<file path="src/rtl/ysyx_25030081_mem_pkg.sv">
// ysyx_25030081_mem_pkg: shared types and constants for the memory arbiter.
// Revision: 1.0
`default_nettype none

package ysyx_25030081_mem_pkg;

  typedef enum logic [1:0] {
    IDLE  = 2'd0,
    ISSUE = 2'd1,
    WAIT  = 2'd2
  } state_t;

  localparam logic REQ_IFU = 1'b0;
  localparam logic REQ_LSU = 1'b1;

  localparam int DEFAULT_TIMEOUT = 255;

endpackage

`default_nettype wire

</file>
<file path="src/rtl/ysyx_25030081_mem_arb_if.sv">
// ysyx_25030081_mem_arb_if: IFU/LSU request-response and memory bus bundle.
// Revision: 1.0
`default_nettype none

interface ysyx_25030081_mem_arb_if #(
  parameter int ADDR_WIDTH = 32,
  parameter int DATA_WIDTH = 32
);
  logic                    ifu_req_valid;
  logic                    ifu_req_ready;
  logic [ADDR_WIDTH-1:0]   ifu_addr;
  logic                    ifu_resp_valid;
  logic [DATA_WIDTH-1:0]   ifu_rdata;
  logic                    ifu_resp_err;

  logic                    lsu_req_valid;
  logic                    lsu_req_ready;
  logic [ADDR_WIDTH-1:0]   lsu_addr;
  logic                    lsu_wen;
  logic [DATA_WIDTH-1:0]   lsu_wdata;
  logic [DATA_WIDTH/8-1:0] lsu_wmask;
  logic                    lsu_resp_valid;
  logic [DATA_WIDTH-1:0]   lsu_rdata;
  logic                    lsu_resp_err;

  logic                    mem_req_valid;
  logic                    mem_req_ready;
  logic [ADDR_WIDTH-1:0]   mem_addr;
  logic                    mem_wen;
  logic [DATA_WIDTH-1:0]   mem_wdata;
  logic [DATA_WIDTH/8-1:0] mem_wmask;
  logic                    mem_resp_valid;
  logic [DATA_WIDTH-1:0]   mem_rdata;
  logic                    mem_resp_err;

  // The arbiter itself.
  modport slave (
    input  ifu_req_valid, ifu_addr,
    output ifu_req_ready, ifu_resp_valid, ifu_rdata, ifu_resp_err,
    input  lsu_req_valid, lsu_addr, lsu_wen, lsu_wdata, lsu_wmask,
    output lsu_req_ready, lsu_resp_valid, lsu_rdata, lsu_resp_err,
    output mem_req_valid, mem_addr, mem_wen, mem_wdata, mem_wmask,
    input  mem_req_ready, mem_resp_valid, mem_rdata, mem_resp_err
  );

  // Everything around the arbiter: requesters plus memory.
  modport master (
    output ifu_req_valid, ifu_addr,
    input  ifu_req_ready, ifu_resp_valid, ifu_rdata, ifu_resp_err,
    output lsu_req_valid, lsu_addr, lsu_wen, lsu_wdata, lsu_wmask,
    input  lsu_req_ready, lsu_resp_valid, lsu_rdata, lsu_resp_err,
    input  mem_req_valid, mem_addr, mem_wen, mem_wdata, mem_wmask,
    output mem_req_ready, mem_resp_valid, mem_rdata, mem_resp_err
  );
endinterface

`default_nettype wire

</file>
<file path="src/rtl/ysyx_25030081_rr_arb2.sv">
// ysyx_25030081_rr_arb2: combinational 2-way round-robin picker.
// Revision: 1.0
`default_nettype none

module ysyx_25030081_rr_arb2
  import ysyx_25030081_mem_pkg::*;
(
  input  logic [1:0] i_valid,
  input  logic       i_last_grant,
  output logic [1:0] o_grant,
  output logic       o_grant_id
);

  always_comb begin
    o_grant_id = REQ_IFU;
    o_grant    = 2'b00;
    case (i_valid)
      2'b01:   o_grant_id = REQ_IFU;
      2'b10:   o_grant_id = REQ_LSU;
      2'b11:   o_grant_id = ~i_last_grant;
      default: o_grant_id = REQ_IFU;
    endcase
    if (|i_valid) begin
      o_grant = (o_grant_id == REQ_LSU) ? 2'b10 : 2'b01;
    end
  end

endmodule

`default_nettype wire

</file>
<file path="src/rtl/ysyx_25030081_mem_arb.sv">
// ysyx_25030081_mem_arb: shares one memory port between IFU and LSU with timeout.
// Revision: 1.0
`default_nettype none

module ysyx_25030081_mem_arb
  import ysyx_25030081_mem_pkg::*;
#(
  parameter int ADDR_WIDTH = 32,
  parameter int DATA_WIDTH = 32,
  parameter int TIMEOUT    = DEFAULT_TIMEOUT
) (
  input  logic                  clk,
  input  logic                  rst,
  ysyx_25030081_mem_arb_if.slave bus
);

  localparam int              CNT_W   = $clog2(TIMEOUT + 1);
  localparam int              MASK_W  = DATA_WIDTH / 8;
  localparam logic [CNT_W-1:0] C_LIMIT = CNT_W'(TIMEOUT);

  state_t                  r_state, w_state_nxt;
  logic                    r_owner, r_last_grant;
  logic [CNT_W-1:0]        r_cnt;
  logic                    r_mem_req_valid, r_mem_wen;
  logic [ADDR_WIDTH-1:0]   r_mem_addr;
  logic [DATA_WIDTH-1:0]   r_mem_wdata;
  logic [MASK_W-1:0]       r_mem_wmask;

  logic [1:0]              w_req_valid, w_grant;
  logic                    w_grant_id, w_hs, w_resp_fire, w_timeout;
  logic                    w_ifu_pulse, w_lsu_pulse;

  assign w_req_valid = {bus.lsu_req_valid, bus.ifu_req_valid};

  ysyx_25030081_rr_arb2 u_rr_arb2 (
    .i_valid      (w_req_valid),
    .i_last_grant (r_last_grant),
    .o_grant      (w_grant),
    .o_grant_id   (w_grant_id)
  );

  always_ff @(posedge clk or posedge rst) begin
    if (rst) r_state <= IDLE;
    else     r_state <= w_state_nxt;
  end

  always_comb begin
    w_state_nxt = r_state;
    w_hs        = 1'b0;
    w_resp_fire = 1'b0;
    w_timeout   = 1'b0;
    case (r_state)
      IDLE: if (|w_req_valid) begin
        w_hs        = 1'b1;
        w_state_nxt = ISSUE;
      end
      ISSUE: if (bus.mem_req_ready) w_state_nxt = WAIT;
      WAIT: begin
        // A response landing in the limit cycle takes priority over the timeout.
        if (bus.mem_resp_valid) begin
          w_resp_fire = 1'b1;
          w_state_nxt = IDLE;
        end else if (r_cnt == C_LIMIT) begin
          w_timeout   = 1'b1;
          w_state_nxt = IDLE;
        end
      end
      default: w_state_nxt = IDLE;
    endcase
  end

  always_ff @(posedge clk or posedge rst) begin
    if (rst) begin
      r_owner         <= REQ_IFU;
      r_last_grant    <= REQ_IFU;
      r_mem_req_valid <= 1'b0;
      r_mem_addr      <= '0;
      r_mem_wen       <= 1'b0;
      r_mem_wdata     <= '0;
      r_mem_wmask     <= '0;
    end else if (w_hs) begin
      r_owner         <= w_grant_id;
      r_last_grant    <= w_grant_id;
      r_mem_req_valid <= 1'b1;
      if (w_grant_id == REQ_LSU) begin
        r_mem_addr  <= bus.lsu_addr;
        r_mem_wen   <= bus.lsu_wen;
        r_mem_wdata <= bus.lsu_wdata;
        r_mem_wmask <= bus.lsu_wmask;
      end else begin
        r_mem_addr  <= bus.ifu_addr;
        r_mem_wen   <= 1'b0;
        r_mem_wdata <= '0;
        r_mem_wmask <= '0;
      end
    end else if (r_state == ISSUE && bus.mem_req_ready) begin
      r_mem_req_valid <= 1'b0;
    end
  end

  always_ff @(posedge clk or posedge rst) begin
    if (rst)                                        r_cnt <= '0;
    else if (r_state != WAIT)                       r_cnt <= '0;
    else if (w_state_nxt == WAIT)                   r_cnt <= r_cnt + 1'b1;
  end

  assign w_ifu_pulse = ~rst & (w_resp_fire | w_timeout) & (r_owner == REQ_IFU);
  assign w_lsu_pulse = ~rst & (w_resp_fire | w_timeout) & (r_owner == REQ_LSU);

  assign bus.ifu_req_ready  = ~rst & (r_state == IDLE) & w_grant[0];
  assign bus.lsu_req_ready  = ~rst & (r_state == IDLE) & w_grant[1];

  assign bus.ifu_resp_valid = w_ifu_pulse;
  assign bus.ifu_rdata      = (w_ifu_pulse & w_resp_fire) ? bus.mem_rdata : '0;
  assign bus.ifu_resp_err   = w_ifu_pulse & (w_timeout | bus.mem_resp_err);

  // Store responses never forward memory read data.
  assign bus.lsu_resp_valid = w_lsu_pulse;
  assign bus.lsu_rdata      = (w_lsu_pulse & w_resp_fire & ~r_mem_wen) ? bus.mem_rdata : '0;
  assign bus.lsu_resp_err   = w_lsu_pulse & (w_timeout | bus.mem_resp_err);

  assign bus.mem_req_valid  = r_mem_req_valid;
  assign bus.mem_addr       = r_mem_addr;
  assign bus.mem_wen        = r_mem_wen;
  assign bus.mem_wdata      = r_mem_wdata;
  assign bus.mem_wmask      = r_mem_wmask;

endmodule

`default_nettype wire

</file>
<file path="src/flat_wrapper.sv">
// flat-port wrapper written by rule: the top's interface ports become plain ports
module ysyx_25030081_mem_arb_flat import ysyx_25030081_mem_pkg::*;
#(
  parameter int ADDR_WIDTH = 32,
  parameter int DATA_WIDTH = 32,
  parameter int TIMEOUT    = DEFAULT_TIMEOUT
)
  (clk, rst, bus_ifu_req_valid, bus_ifu_addr, bus_ifu_req_ready, bus_ifu_resp_valid, bus_ifu_rdata, bus_ifu_resp_err, bus_lsu_req_valid, bus_lsu_addr, bus_lsu_wen, bus_lsu_wdata, bus_lsu_wmask, bus_lsu_req_ready, bus_lsu_resp_valid, bus_lsu_rdata, bus_lsu_resp_err, bus_mem_req_valid, bus_mem_addr, bus_mem_wen, bus_mem_wdata, bus_mem_wmask, bus_mem_req_ready, bus_mem_resp_valid, bus_mem_rdata, bus_mem_resp_err);
  ysyx_25030081_mem_arb_if #(.ADDR_WIDTH(ADDR_WIDTH), .DATA_WIDTH(DATA_WIDTH)) bus_i ();
  input  logic clk;
  input  logic rst;
  input wire logic [$bits(bus_i.ifu_req_valid)-1:0] bus_ifu_req_valid;
  input wire logic [$bits(bus_i.ifu_addr)-1:0] bus_ifu_addr;
  output wire logic [$bits(bus_i.ifu_req_ready)-1:0] bus_ifu_req_ready;
  output wire logic [$bits(bus_i.ifu_resp_valid)-1:0] bus_ifu_resp_valid;
  output wire logic [$bits(bus_i.ifu_rdata)-1:0] bus_ifu_rdata;
  output wire logic [$bits(bus_i.ifu_resp_err)-1:0] bus_ifu_resp_err;
  input wire logic [$bits(bus_i.lsu_req_valid)-1:0] bus_lsu_req_valid;
  input wire logic [$bits(bus_i.lsu_addr)-1:0] bus_lsu_addr;
  input wire logic [$bits(bus_i.lsu_wen)-1:0] bus_lsu_wen;
  input wire logic [$bits(bus_i.lsu_wdata)-1:0] bus_lsu_wdata;
  input wire logic [$bits(bus_i.lsu_wmask)-1:0] bus_lsu_wmask;
  output wire logic [$bits(bus_i.lsu_req_ready)-1:0] bus_lsu_req_ready;
  output wire logic [$bits(bus_i.lsu_resp_valid)-1:0] bus_lsu_resp_valid;
  output wire logic [$bits(bus_i.lsu_rdata)-1:0] bus_lsu_rdata;
  output wire logic [$bits(bus_i.lsu_resp_err)-1:0] bus_lsu_resp_err;
  output wire logic [$bits(bus_i.mem_req_valid)-1:0] bus_mem_req_valid;
  output wire logic [$bits(bus_i.mem_addr)-1:0] bus_mem_addr;
  output wire logic [$bits(bus_i.mem_wen)-1:0] bus_mem_wen;
  output wire logic [$bits(bus_i.mem_wdata)-1:0] bus_mem_wdata;
  output wire logic [$bits(bus_i.mem_wmask)-1:0] bus_mem_wmask;
  input wire logic [$bits(bus_i.mem_req_ready)-1:0] bus_mem_req_ready;
  input wire logic [$bits(bus_i.mem_resp_valid)-1:0] bus_mem_resp_valid;
  input wire logic [$bits(bus_i.mem_rdata)-1:0] bus_mem_rdata;
  input wire logic [$bits(bus_i.mem_resp_err)-1:0] bus_mem_resp_err;
  assign bus_i.ifu_req_valid = bus_ifu_req_valid;
  assign bus_i.ifu_addr = bus_ifu_addr;
  assign bus_ifu_req_ready = bus_i.ifu_req_ready;
  assign bus_ifu_resp_valid = bus_i.ifu_resp_valid;
  assign bus_ifu_rdata = bus_i.ifu_rdata;
  assign bus_ifu_resp_err = bus_i.ifu_resp_err;
  assign bus_i.lsu_req_valid = bus_lsu_req_valid;
  assign bus_i.lsu_addr = bus_lsu_addr;
  assign bus_i.lsu_wen = bus_lsu_wen;
  assign bus_i.lsu_wdata = bus_lsu_wdata;
  assign bus_i.lsu_wmask = bus_lsu_wmask;
  assign bus_lsu_req_ready = bus_i.lsu_req_ready;
  assign bus_lsu_resp_valid = bus_i.lsu_resp_valid;
  assign bus_lsu_rdata = bus_i.lsu_rdata;
  assign bus_lsu_resp_err = bus_i.lsu_resp_err;
  assign bus_mem_req_valid = bus_i.mem_req_valid;
  assign bus_mem_addr = bus_i.mem_addr;
  assign bus_mem_wen = bus_i.mem_wen;
  assign bus_mem_wdata = bus_i.mem_wdata;
  assign bus_mem_wmask = bus_i.mem_wmask;
  assign bus_i.mem_req_ready = bus_mem_req_ready;
  assign bus_i.mem_resp_valid = bus_mem_resp_valid;
  assign bus_i.mem_rdata = bus_mem_rdata;
  assign bus_i.mem_resp_err = bus_mem_resp_err;
  ysyx_25030081_mem_arb #(.ADDR_WIDTH(ADDR_WIDTH), .DATA_WIDTH(DATA_WIDTH), .TIMEOUT(TIMEOUT)) u_core (.clk(clk), .rst(rst), .bus(bus_i));
endmodule
</file>
<file path="config.mk">
export PLATFORM = sky130hd
export DESIGN_NAME = ysyx_25030081_mem_arb_flat
export DESIGN_NICKNAME = d
export VERILOG_FILES = /design/src/rtl/ysyx_25030081_mem_pkg.sv /design/src/rtl/ysyx_25030081_mem_arb_if.sv /design/src/rtl/ysyx_25030081_rr_arb2.sv /design/src/rtl/ysyx_25030081_mem_arb.sv /design/src/flat_wrapper.sv
export SDC_FILE = /design/constraint.sdc
export NUM_CORES = 1
export LEC_CHECK = 0
export BUFFER_PORTS_ARGS = -buffer_cell sky130_fd_sc_hd__clkbuf_2
export CORE_AREA = 2 2 110 112
export CTS_BUF_LIST = sky130_fd_sc_hd__clkbuf_8
export DETAILED_ROUTE_END_ITERATION = 12
export DIE_AREA = 0 0 112 114
export PLACE_DENSITY = 0.73
export SYNTH_ARGS = -nofsm -noshare
export SYNTH_HDL_FRONTEND = slang
export SYNTH_SLANG_ARGS = --single-unit
</file>
<file path="constraint.sdc">
create_clock -name clk -period 5.95 [get_ports clk]
set_clock_uncertainty 0.2 [all_clocks]
set_input_delay 0.8925 -clock clk [delete_from_list [all_inputs] [get_ports clk]]
set_output_delay 0.8925 -clock clk [all_outputs]
set_load 0.02 [all_outputs]
</file>
# Word level (Yosys, flattened, before mapping)
# Index checks and enable logic that the tools add are counted.
[classes]
add_sub_neg = 1
n_eq_ne = 7
muxes = 25
bitwise_logic = 16
n_reduce_logical = 5
[ops]
columns = ["operator", "count"]
rows = [
  ["2-to-1 mux 32 bit", 4],
  ["2-to-1 mux 8 bit", 2],
  ["2-to-1 mux 2 bit", 6],
  ["AND 1 bit", 11],
  ["2-to-1 mux 1 bit", 10],
  ["adder 8 x 1 -> 8 bit (second input constant)", 1],
  ["equality test 2 bit (second input constant)", 4],
  ["equality test 8 bit (second input constant)", 1],
  ["case mux 2 bit (3 select lines)", 1],
  ["2-to-1 mux 4 bit", 1],
  ["nonzero test 2 bit", 2],
  ["inverter 1 bit", 3],
  ["equality test 2 x 1 -> 1 bit (second input constant)", 1],
  ["zero test 2 bit", 1],
  ["inequality test 2 bit (second input constant)", 1],
  ["bitwise OR 1 bit", 2],
  ["case mux 1 bit (2 select lines)", 1],
  ["OR reduction 2 bit", 1],
  ["logical AND 1 bit", 1],
]
[word_totals]
register_bits = 81
in_bits = 140
output_inout_bits = 140
wordCells = 62

# Depth between registers and ports, before layout
[depth]
depth_word = 10
mapped_depth = 5
depth_no_buf = 4

# By module
# From an unflattened synthesis, not the netlist that was laid out.
[unflattened]
cells_unflattened = 457
hier_area_um2 = 4090.2
[modules_own_cells]
columns = ["mod", "instances", "cells_each", "area_each_um2", "seq_area_each_um2"]
rows = [
  ["ysyx_25030081_mem_arb", 1, 453, 4063.9, 2026.9],
  ["ysyx_25030081_rr_arb2", 1, 4, 26.3, 0.0],
]

# Worst setup path after synthesis
# Ideal clock, no wire load.
[synth_timing]
path_type = "in2out"
start = "input rst"
end = "output bus_lsu_req_ready"
t_arrival_ps = 3078
required_time_ps = 4858
path_slack_ps = 1780
stages = 2
path_buffers = 0
path_cell_list = "inv_1 > and3_1"
[synth_via]
elab_chain_cells = 3
[synth_rtl]
columns = ["item", "line_no", "source"]
rows = [
  ["from (decl)", "flat_wrapper.sv:11", "input logic rst;"],
  ["inverter 1 bit", "ysyx_25030081_mem_arb.sv:111", "assign bus.lsu_req_ready = ~rst & (r_state == IDLE) & w_grant[1];"],
  ["AND 1 bit (2 in a row)", "ysyx_25030081_mem_arb.sv:111", ""],
  ["to (decl)", "flat_wrapper.sv:23", "output wire logic [$bits(bus_i.lsu_req_ready)-1:0] bus_lsu_req_ready;"],
]
# Every way passes these cells.

# Worst setup path in the final report
[layout_timing]
start = "register u_core.r_state[0]"
end = "output bus_ifu_rdata[22]"
[layout_via]
elab_chain_cells = 7
[layout_rtl]
columns = ["item", "line_no", "source"]
rows = [
  ["from (decl)", "ysyx_25030081_mem_arb.sv:21", "state_t r_state, w_state_nxt;"],
  ["from (signal assigned)", "ysyx_25030081_mem_arb.sv:44", "else r_state <= w_state_nxt;"],
  ["equality test 2 bit *", "ysyx_25030081_mem_arb.sv:52", "case (r_state)"],
  ["2-to-1 mux 1 bit", "ysyx_25030081_mem_arb.sv:52", ""],
  ["bitwise OR 1 bit", "ysyx_25030081_mem_arb.sv:107", "assign w_ifu_pulse = ~rst & (w_resp_fire | w_timeout) & (r_owner == REQ_IFU);"],
  ["AND 1 bit (2 in a row)", "ysyx_25030081_mem_arb.sv:107", ""],
  ["AND 1 bit *", "ysyx_25030081_mem_arb.sv:114", "assign bus.ifu_rdata = (w_ifu_pulse & w_resp_fire) ? bus.mem_rdata : '0;"],
  ["2-to-1 mux 32 bit *", "ysyx_25030081_mem_arb.sv:114", ""],
  ["to (decl)", "flat_wrapper.sv:16", "output wire logic [$bits(bus_i.ifu_rdata)-1:0] bus_ifu_rdata;"],
]
# Mark *: on every way between the ends. The rest lies on a longest branch, timed or not.

==> results.py <==
metrics = {
    "synthesis": {
        "syn_avg_cell_area_um2": 12.09,
        "synth_area_leader_cell": "dfrtp_1",
        "synth_ff_type": "dfrtp_1",
        "synth_nets": 474,
        "yosys_warnings": 0,
        "synth-xor-area-share_pct": 0,
        "syn_area_um2": 4028,
        "ys_seq_area_share_pct": 50.33,
        "synth-adder-area-share_pct": 0.3107,
        "synth_top_family_by_area": "multiplexers",
        "synth_simple_gate_area_share_pct": 15.75,
        "synth_common_cells": "dfrtp_1, and2_1, a22o_1, mux2_2, mux2_1",
        "synth-edff-count": 0,
        "synthMuxAreaShare_pct": 18.64,
        "yosysUniqueCellTypes": 41,
        "yosysMostFrequentCell": "dfrtp_1",
        "synthCells": 333,
        "synth_compound_area_share_pct": 11.56,
        "yosysTopAreaCellShare_pct": 50.33,
        "synth_async_sr_flop_share_pct": 100.0,
        "synth-seq-cells": 81,
        "ys_top_cells_by_area": "dfrtp_1, and2_1, mux2_2",
    },
    "global_route": {
        "grt_pass1_vias": 3599,
        "grt-ovfl-total": 0,
        "grtUsageTotal_pct": 17.96,
        "grt_max_degree": 48,
        "grt_pass1_wl_um": 18400,
        "antenna_found_initial": 0,
    },
    "critical_path": {
        "crit_required_ns": 4.86,
        "worst-path-stages": 4,
        "worst_ep_arrival_time_ns": 2.60,
        "start_kind": "flip-flop",
        "crit_type": "reg -> out",
        "cp_slowest_cell": "nor4b_4",
        "path_max_fanout": 32,
        "reg2regPathDepth": 4,
        "cp-end-kind": "output port",
        "worst-path-buf-inv": 1,
        "path_cells": "nand2b_1 > nor4b_4 > and2_1 > clkbuf_2",
        "crit_family": "simple AND/OR/NAND/NOR gates",
        "critPathMaxStageDelay_ns": 1.02,
    },
    "placement": {
        "hpwl_um": 9090,
        "place_congestion": 0.9388,
        "port-buffer-count": 279,
    },
    "pwr": {
        "power.leakage_nw": 3.050,
        "powerDensity_nw_per_um2": 424.9,
        "vdd_drop_max_mv": 0.2052,
    },
    "clock_network": {
        "cts_tree": "built",
        "cts_root_buffer": "clkbuf_8",
        "h-tree-depth": 3,
        "cts_hold_buf": 0,
        "cts_buffer_depth": 2,
        "cts_setup_buffers": 0,
        "cts_sinks": 81,
        "numCtsBuffers": 9,
        "clk_pin_slew_ns": 0.09,
        "cts.repair.resized": 0,
        "clkLatencyLatePin_ns": 0.35,
    },
    "route": {
        "drc_errors": 0,
        "vias": 3647,
        "drt_iter0_drc": 140,
        "ant_nets": 0,
        "vias_per_cell": 4.830,
        "wirelength_um": 11890,
        "drt_pre_antenna_iters": 4,
        "wl_per_cell_um": 15.75,
    },
    "sta": {
        "max_freq_mhz": 271.0,
        "tightestPinTransition_ns": 1.200,
        "period_needed_ns": 3.690,
        "setup_violations": 0,
        "rsz0062_at_grt": "false",
        "hold_viol_final": 0,
        "slew_viol_final": 0,
        "setup_tns_ns": 0,
        "slew_headroom_pct": 19.67,
        "holdWs_ns": 0.2937,
        "finalCritPeriodShare_pct": 62.02,
    },
    "finish": {
        "diodes": 0,
        "layout-drive-gt1-share_pct": 56.09,
        "finalNetCount": 744,
        "area_growth_syn_to_layout_pct": 42.28,
    },
    "run": {
        "cap_violations": 0,
    },
    "floorplanning": {
        "die_h_um": 114,
        "initial_core_util_pct": 34.39,
        "die_area_um2": 12770,
        "io_pins": 280,
        "rows": 40,
        "core_um2": 11710,
        "fp.dieW_um": 112,
    },
    "outcome": {
        "outcome": "complete, no violations",
    },
    "hold_path": {
        "hold_class": "reg -> reg",
        "hold_depth": 2,
    },
}
-- kinds of logic (layout without fill, tap and decap cells) --
logic type               after synthesis  after routing
AND/OR/NAND/NOR                      103            103
adder cells (fa/ha/maj)                1              1
multiplexers                          67             67
flip-flops                            81             81
AO/OA/AOI/OAI                         55             55
buffers and inverters                 26            301
-- per-layer routing --
layer,wire length (um),vias up,GRT usage [%]
met2,5868,159,29.98
met1,4976,1747,22.95
li1,-,1726,-
met3,853,15,4.516
met5,0,-,0
met4,194,0,6.098
-- cell usage in the layout (no fill, tap or decap), types with 4 or more instances in the layout --
| master | instances |
|---|---|
| dfrtp_1 | 81 |
| a22o_1 | 37 |
| mux2_2 | 36 |
| mux2_1 | 28 |
| clkbuf_2 | 279 |
| and2_1 | 65 |
| nand2b_1 | 4 |
| clkbuf_8 | 9 |
| nand2_1 | 9 |
-- worst min-delay path, cell delays in order, from the launching register on --
cell and delay [ns]:
dfrtp_1 0.36, nand2_1 0.05, nand2_1 0.06
-- final timing paths --
check,from,endpoint,slack (ns)
max,u_core.r_state[0],bus_ifu_rdata[22],2.26
min,u_core.bus.mem_req_valid,u_core.bus.mem_req_valid,0.29
max reg2reg,u_core.r_owner,u_core.bus.mem_wmask[0],3.39
min reg2reg,u_core.bus.mem_req_valid,u_core.bus.mem_req_valid,0.29
max in group asynchronous,rst,u_core.bus.mem_wdata[9],4.06
min in group asynchronous,rst,u_core.bus.mem_addr[13],0.47
-- power breakdown --
group / total, W / switching (W) / internal, W / leakage, nW
registers: 0.000916 / 0.000145 / 0.000772 / 1.01
clock network: 0.000416 / 0.000219 / 0.000198 / 0.0925
logic: 0.00110 / 0.000642 / 0.000461 / 1.94
total: 0.00244 / 0.00101 / 0.00143 / 3.05
-- flip-flops by register name (all words and copies together) (netlist names) --
name                      flops
u_core.bus.mem_addr          32
u_core.bus.mem_wdata         32
u_core.r_cnt                  8
u_core.bus.mem_wmask          4
u_core.r_state                2
u_core.bus.mem_req_valid      1
u_core.bus.mem_wen            1
u_core.r_owner                1
-- per-stage QoR --
stage	cell area, um^2	util [%]	instances	setup WS (ns)	total power, W
2_1_floorplan	4028	-	333	1.780	0.001645
3_3_place_gp	5522	47.15	739	2.197	0.002005
3_5_place_dp	5522	47.15	739	2.008	0.002037
4_1_cts	5724	48.88	755	2.000	0.002461
5_1_grt	5731	48.93	755	2.084	0.002578
6_report	5731	48.93	755	2.260	0.002435
-- final cells by class --
class | count | area [um^2]
multi-input cells | 226 | 1886
repair buffers | 282 | 1419
fillers | 1104 | 5981
well taps | 147 | 183.9
inverters | 3 | 12.51
clock inverters | 7 | 78.83
clock buffers | 9 | 123.9
flip-flops and latches | 81 | 2027
Note: power is estimated with default switching activity, not from simulation.
